File: src/rtl/rf_wr_arb_pkg.sv
// Shared types for the register-file write-port arbiter.
// Queue entry layout and grant encoding.
package rf_wr_arb_pkg;
  localparam int REG_W  = 3;
  localparam int DATA_W = 16;

  typedef enum logic [1:0] {
    GNT_IDLE,
    GNT_A,
    GNT_DRAIN
  } grant_e;

  typedef struct packed {
    logic [REG_W-1:0]  regsel;
    logic [DATA_W-1:0] data;
  } entry_t;
endpackage

File: src/rtl/rf_wr_fifo.sv
// Small synchronous FIFO holding queued B writes.
// Exposes all slots plus a validity mask for pending-register lookups.
module rf_wr_fifo
  import rf_wr_arb_pkg::*;
#(
  parameter int DEPTH = 2
) (
  input  logic                      clk,
  input  logic                      rst,
  input  logic                      i_push,
  input  entry_t                    i_wentry,
  input  logic                      i_pop,
  output entry_t                    o_head,
  output logic [$clog2(DEPTH):0]    o_count,
  output entry_t [DEPTH-1:0]        o_entries,
  output logic   [DEPTH-1:0]        o_vld
);
  localparam int PW = $clog2(DEPTH);

  entry_t [DEPTH-1:0] r_mem;
  logic [PW-1:0]      r_head;
  logic [PW-1:0]      r_tail;
  logic [PW:0]        r_count;
  logic               w_full;
  logic               w_empty;
  logic               w_push;
  logic               w_pop;
  logic [PW-1:0]      w_off;

  assign w_full  = (r_count == (PW+1)'(DEPTH));
  assign w_empty = (r_count == '0);
  assign w_push  = i_push && !w_full;
  assign w_pop   = i_pop && !w_empty;

  always_ff @(posedge clk) begin
    if (rst) begin
      r_head  <= '0;
      r_tail  <= '0;
      r_count <= '0;
    end else begin
      if (w_push) begin
        r_mem[r_tail] <= i_wentry;
        r_tail        <= r_tail + 1'b1;
      end
      if (w_pop) r_head <= r_head + 1'b1;
      case ({w_push, w_pop})
        2'b10:   r_count <= r_count + 1'b1;
        2'b01:   r_count <= r_count - 1'b1;
        default: r_count <= r_count;
      endcase
    end
  end

  // A slot is live when its distance from head is below the count.
  always_comb begin
    o_vld = '0;
    w_off = '0;
    for (int i = 0; i < DEPTH; i++) begin
      w_off    = PW'(i) - r_head;
      o_vld[i] = ({1'b0, w_off} < r_count);
    end
  end

  assign o_head    = r_mem[r_head];
  assign o_count   = r_count;
  assign o_entries = r_mem;
endmodule

File: src/rtl/rf_wr_arb.sv
// Shares the register-file write port between writeback (A)
// and a queued multi-cycle requester (B) with bounded starvation.
module rf_wr_arb
  import rf_wr_arb_pkg::*;
#(
  parameter int DEPTH      = 2,
  parameter int STARVE_MAX = 3
) (
  input  logic              clk,
  input  logic              rst,
  input  logic              a_wr,
  input  logic [REG_W-1:0]  a_regsel,
  input  logic [DATA_W-1:0] a_data,
  output logic              stall_a,
  input  logic              b_valid,
  input  logic [REG_W-1:0]  b_regsel,
  input  logic [DATA_W-1:0] b_data,
  output logic              b_ready,
  input  logic [REG_W-1:0]  read1regsel,
  input  logic [REG_W-1:0]  read2regsel,
  output logic              pend1,
  output logic              pend2,
  output logic              rf_write,
  output logic [REG_W-1:0]  rf_writeregsel,
  output logic [DATA_W-1:0] rf_writedata,
  output logic              err
);
  localparam int CW = $clog2(DEPTH) + 1;

  entry_t             w_head;
  entry_t [DEPTH-1:0] w_entries;
  logic   [DEPTH-1:0] w_vld;
  logic   [CW-1:0]    w_count;
  logic               w_empty;
  logic               w_push;
  grant_e             w_gnt;
  logic   [2:0]       r_starv;
  logic               r_bwait;

  assign w_empty = (w_count == '0);
  assign b_ready = (w_count < CW'(DEPTH));
  assign w_push  = b_valid && b_ready;
  assign stall_a = (r_starv == 3'(STARVE_MAX)) && !w_empty;

  rf_wr_fifo #(.DEPTH(DEPTH)) u_fifo (
    .clk       (clk),
    .rst       (rst),
    .i_push    (w_push),
    .i_wentry  ('{regsel: b_regsel, data: b_data}),
    .i_pop     (w_gnt == GNT_DRAIN),
    .o_head    (w_head),
    .o_count   (w_count),
    .o_entries (w_entries),
    .o_vld     (w_vld)
  );

  always_comb begin
    w_gnt = GNT_IDLE;
    unique case (1'b1)
      stall_a || (!a_wr && !w_empty): w_gnt = GNT_DRAIN;
      a_wr && !stall_a:               w_gnt = GNT_A;
      default:                        w_gnt = GNT_IDLE;
    endcase
  end

  always_comb begin
    rf_write       = 1'b0;
    rf_writeregsel = '0;
    rf_writedata   = '0;
    case (w_gnt)
      GNT_DRAIN: begin
        rf_write       = 1'b1;
        rf_writeregsel = w_head.regsel;
        rf_writedata   = w_head.data;
      end
      GNT_A: begin
        rf_write       = 1'b1;
        rf_writeregsel = a_regsel;
        rf_writedata   = a_data;
      end
      default: ;
    endcase
  end

  // The slot being drained this cycle still reports as pending.
  always_comb begin
    pend1 = 1'b0;
    pend2 = 1'b0;
    for (int i = 0; i < DEPTH; i++) begin
      pend1 = pend1 | (w_vld[i] && w_entries[i].regsel == read1regsel);
      pend2 = pend2 | (w_vld[i] && w_entries[i].regsel == read2regsel);
    end
  end

  always_ff @(posedge clk) begin
    if (rst) begin
      r_starv <= '0;
      r_bwait <= 1'b0;
    end else begin
      r_bwait <= b_valid && !b_ready;
      if (w_gnt == GNT_DRAIN || w_empty) r_starv <= '0;
      else if (w_gnt == GNT_A && r_starv != 3'(STARVE_MAX))
        r_starv <= r_starv + 3'd1;
    end
  end

  assign err = r_bwait && !b_valid;
endmodule

File: config.mk
export PLATFORM = sky130hd
export DESIGN_NAME = rf_wr_arb
export DESIGN_NICKNAME = d
export VERILOG_FILES = /design/src/rtl/rf_wr_arb_pkg.sv /design/src/rtl/rf_wr_fifo.sv /design/src/rtl/rf_wr_arb.sv
export SDC_FILE = /design/constraint.sdc
export NUM_CORES = 1
export LEC_CHECK = 0
export ABC_AREA = 1
export CORE_ASPECT_RATIO = 0.9
export CORE_MARGIN = 1.5
export CORE_UTILIZATION = 25
export DETAILED_ROUTE_END_ITERATION = 8
export PLACE_DENSITY = 0.49
export RECOVER_POWER = 25
export SLEW_MARGIN = 20
export SYNTH_ARGS = -nofsm -noshare
export SYNTH_HDL_FRONTEND = slang
export SYNTH_SLANG_ARGS = --single-unit
File: constraint.sdc
create_clock -name clk -period 7.35 [get_ports clk]
set_clock_uncertainty 0.15 [all_clocks]
set_input_delay 1.1025 -clock clk [delete_from_list [all_inputs] [get_ports clk]]
set_output_delay 1.1025 -clock clk [all_outputs]
set_load 0.01 [all_outputs]
# After elaboration in Yosys (flattened, before gate mapping)
# Cells that the tools add are included.
# word_totals
regBits,46
latch_bits,0
ramBits,0
rom_bits,0
wordCells,73
mem_count,0
# classes
n_addsub,7
mul,0
div_mod_pow,0
order_cmp,6
eq_ne,11
shifts,0
n_mux,10
n_bitwise,3
n_reduce_logical,27
# op_table
cell,n
19-bit two-way mux,3
38-bit bitwise mux,1
16-bit one-hot mux with 2 select lines,1
19-bit demux with 1-bit select,1
1-bit logical AND,14
3-bit equality test,4
2-bit one-hot mux with 2 select lines,2
2-bit equality test (second input constant),3
1-bit logical NOT,6
3-bit one-hot mux with 2 select lines,1
2-bit by 1-bit equality test with 1-bit output (second input constant),2
1-bit by 2-bit less-than comparator with 1-bit output,2
1-bit by 2-bit less-than comparator with 1-bit output (second input constant),2
2-bit OR reduction,2
3-bit by 1-bit adder with 3-bit output (second input constant),1
3-bit by 2-bit equality test with 1-bit output (second input constant),1
3-bit by 2-bit != test with 1-bit output (second input constant),1
1-bit adder (second input constant),2
2-bit by 1-bit adder with 2-bit output (second input constant),1
2-bit logical NOT,1
1-bit logical OR,2
2-bit less-than comparator (second input constant),1
1-bit OR,2
2-bit AND reduction,1
6 further kinds,7

# Depth between registers and ports, before layout
# logic_depth
word_depth,10
mapped_depth,13
depth_no_buf,13

# By module
# A second synthesis with hierarchy kept.
# unflattened
cells_unflattened,297
area_unflattened_um2,2409.8
# by_module_without_submodules
module,instances,cells_per_inst,area_each_um2,seq_area_each_um2
rf_wr_fifo,1,136,1624.1,1221.2
rf_wr_arb,1,161,785.8,80.1

# Worst setup path after synthesis
# No wires, ideal clock.
# synth_path
kind,input port to output port
start,input port a_wr
end,output port rf_writedata[0]
arrival_ps,2037
t_required_ps,6097
path_slack_ps,4061
stages,5
path_cell_list,a21oi_1 > inv_1 > ha_1 > clkbuf_1 > a21oi_1
# synth_via
elab_chain_len,6
# synth_rtl
element,line,text
"start, declared",rf_wr_arb.sv:11,"input logic a_wr,"
1-bit logical NOT,rf_wr_arb.sv:60,stall_a || (!a_wr && !w_empty): w_gnt = GNT_DRAIN;
1-bit logical AND,rf_wr_arb.sv:60,
1-bit logical OR,rf_wr_arb.sv:60,
2-bit one-hot mux with 2 select lines *,rf_wr_arb.sv:59,unique case (1'b1)
2-bit by 1-bit equality test with 1-bit output or 2-bit equality test (tied branches),rf_wr_arb.sv:70,case (w_gnt)
16-bit one-hot mux with 2 select lines *,rf_wr_arb.sv:70,
"end, declared",rf_wr_arb.sv:25,"output logic [DATA_W-1:0] rf_writedata,"
# Every way passes the cells marked *; elsewhere a longest branch is shown, timed or not.

# Worst setup path in the final report
# layout_path
start,input port a_wr
end,output port rf_writeregsel[1]
# layout_via
elab_chain_len,6
# layout_rtl
element,line,text
1-bit logical NOT,rf_wr_arb.sv:60,
1-bit logical AND,rf_wr_arb.sv:60,
1-bit logical OR,rf_wr_arb.sv:60,
2-bit one-hot mux with 2 select lines *,rf_wr_arb.sv:59,
2-bit by 1-bit equality test with 1-bit output or 2-bit equality test (tied branches),rf_wr_arb.sv:70,
3-bit one-hot mux with 2 select lines *,rf_wr_arb.sv:70,
"end, declared",rf_wr_arb.sv:24,"output logic [REG_W-1:0] rf_writeregsel,"
# Marks and branches as above.

==> summary.txt <==
status = finished, final reports clean
CP max stage cell = ha_1
power share of the clock group = 0.272
Psw = 0.1616 mW
WS Path Type = input port to output port
Worst Path Max Fanout = 20
Max IR drop VDD = 0.00006863 V
leakage = 1.314 nW
Buf+Inv Stages, Crit Path = 2
Final nets = 415
initial DRC count = 77
n_diodes = 0
Routed Antenna Nets = 0
sequential share of the synthesized area = 0.5479
length of the first detailed-routing pass in iterations = 4
Slew HR = 0.3793
Final Hold Vio Count = 0
part of the power in registers = 0.516
HP Class = flop to flop
Final min period = 4.657 ns
Crit path largest cell delay = 0.73 ns
DR WL/cell = 11.83 um
worst-path cell chain = clkdlybuf4s50_1 -> a21oi_1 -> ha_1 -> nand3_1 -> a21oi_1 -> clkdlybuf4s50_1
Max Freq = 0.2147 GHz
design area = 3291 sq um
Syn-to-layout area delta = 38.57%
Final Max Tran Viols = 0
worst slew pin tran = 0.9298 ns
Final GP Congestion = 0.7482
setup TNS = 0 ns
sw frac = 0.2769
post-synth net total = 345
hold buffers post-CTS = 0
I/O pin count = 73
CTS tree = built
Die ar. = 10090 sq um
via count = 1985
first-pass GRT wire length = 9094 um
GRT Util Overall = 0.1195
CTS buffer count = 5
core area = 9166 sq um
pin count of the biggest net entering global routing = 24
Root Buffer = clkbuf_8
DP Area = 3198 sq um
Comb power frac = 0.211
Synth Register Bits = 46
fill count = 942
Overflow after GRT = 0
setup violators final = 0
IO Port Bufs = 72
Top Family by Delay on Critical Path = buffers and inverters
part of the cycle the worst path needs = 0.6336
Crit path required time = 6.10 ns
Post-Syn Area = 2375 sq um
initial antenna violation count = 0
cts repair resizes = 0
Clock Pin Slew Worst Setup and Hold Paths = 0.09 ns
Routed Wire Length = 5739 um
DP HPWL = 3954 um
vias in the first global route = 1915
distinct cell type count of the synthesized netlist = 21
clk sink count = 46
chip height = 95.46 um
Syn Inst Count = 292
vias per cell = 4.093
Int Power = 0.4219 mW
initial core utilization = 0.2591
cell row count = 33
Max Root-Sink Buffers = 2
PD cells = 177.3 nW/um^2
Worst setup EP type = output port
Yosys Warn Count = 0
Die X = 105.7 um
Max Cap Viol = 0
Arr. time, crit path = 3.40 ns
Worst-Skew Late Latency = 0.30 ns
Post-CTS Setup Bufs = 0
# DRC = 0
RSZ-0062 raised after global routing = no
layout cells sized above 1 = 0.05234
Syn Area/Cell = 8.133 sq um
CP startpoint kind = input port
CTS H-tree depth = 2
[per-layer routing]
layer,track usage,vias to the layer above,part of all wire
li1,-,1060,-
met1,0.1447,870,0.45
met2,0.2040,47,0.49
met3,0.03486,8,0.050
met4,0.04279,0,0.013
met5,0,-,0
[cells in the mapped netlist]
cell type    n  area (sq um)
a21oi_1     21         105.1
o21ai_0      2         10.01
nand2_1    145         544.3
buf_6        3         33.78
inv_1       25         93.84
buf_4        2         15.01
a21oi_2      4         35.03
dfxtp_1      8         160.2
nor3_1       2         10.01
nand3_1      5         25.02
xor2_1       1         8.760
or2_1        1         6.260
buf_2        2         10.01
ha_1         5         62.56
nand4_1      1         6.260
edfxtp_1    38          1141
nor2_2       2         12.51
nor2_1      19         71.32
clkbuf_1     3         11.26
inv_2        2         7.510
o21ai_1      1         5.000
[power groups by stage]
stage                     sequential, mW  combinational (mW)  clock, mW
after floorplan                    0.305              0.0622          0
after global placement             0.307               0.126          0
after detailed placement           0.307               0.127          0
after CTS                          0.301               0.127      0.165
after global routing               0.303               0.138      0.175
final                              0.301               0.123      0.159
[layout make-up]
cell class	instances	area, sq um	share of cell area
clock inverters	3	23.77	0.007224
well taps	122	152.6	0.04639
clock buffers	5	68.82	0.02091
repair buffers	73	728.2	0.2213
flip-flops and latches	46	1301	0.3954
inverters	27	101.3	0.03080
multi-input cells	209	914.6	0.2779
[sequential cells by signal, summed over array words and instances (netlist names)]
| register | count |
|---|---|
| u_fifo.r_tail | 1 |
| u_fifo.o_entries | 38 |
| r_bwait | 1 |
| r_starv | 3 |
| u_fifo.o_count | 2 |
| u_fifo.r_head | 1 |
[stage by stage]
step	util	total power [mW]	hold WS (ns)	setup WS (ns)	std cells
final	0.3590	0.5835	0.3154	2.693	485
after detailed placement	0.3489	0.4341	0.3019	2.629	477
after global routing	0.3590	0.6160	0.3549	2.493	485
after CTS	0.3590	0.5939	0.3159	2.577	485
after floorplan	-	0.3675	0.2837	4.061	292
after global placement	0.3483	0.4330	0.2997	2.561	477
[placed cells by master (no fill, tap or decap)]
cell type	synthesis	layout
nor3_1	2	1
o21ai_1	1	1
a21oi_2	4	4
ha_1	5	5
dfxtp_1	8	8
buf_4	2	1
nor3_2	0	1
inv_2	2	2
clkdlybuf4s50_1	0	58
or2_1	1	1
nor2_4	0	1
nor2_2	2	2
nor2_1	19	18
o21ai_0	2	2
a21oi_1	21	21
dlygate4sd3_1	0	14
nand3_1	5	5
inv_6	0	1
nand4_1	1	1
nand2_1	145	145
edfxtp_1	38	38
inv_1	25	25
xor2_1	1	1
clkinvlp_4	0	2
clkbuf_8	0	5
[worst register-to-register path, delay by kind of cell, from the launching register on]
| family | cells | cell delay (ns) |
|---|---|---|
| buf+inv | 3 | 0.37 |
| fa+ha+maj | 4 | 1.30 |
| flops | 1 | 0.36 |
| simple gates | 5 | 0.46 |
| compound gates | 1 | 0.23 |
[path summary, 6_finish.rpt]
| check | endpoint | from | cells past startpoint | slack (ns) |
|---|---|---|---|---|
| worst max register to register | u_fifo.o_count[1] | r_starv[0] | 13 | 4.43 |
| worst min-delay path | u_fifo.r_tail | u_fifo.r_tail | 2 | 0.32 |
| worst max-delay path | rf_writeregsel[1] | a_wr | 6 | 2.69 |
| worst min register to register | u_fifo.r_tail | u_fifo.r_tail | 2 | 0.32 |
[kinds of logic (layout without fill, tap and decap cells)]
kind of cell             count (synthesis)  after routing  synth area share
buffers and inverters                   37            108           0.07218
AO/OA/AOI/OAI                           28             28           0.06533
flip-flops                              46             46            0.5479
adder cells (fa/ha/maj)                  5              5           0.02634
XOR/XNOR                                 1              1          0.003689
AND/OR/NAND/NOR                        175            175            0.2845
(Power assumes the default switching activity.)
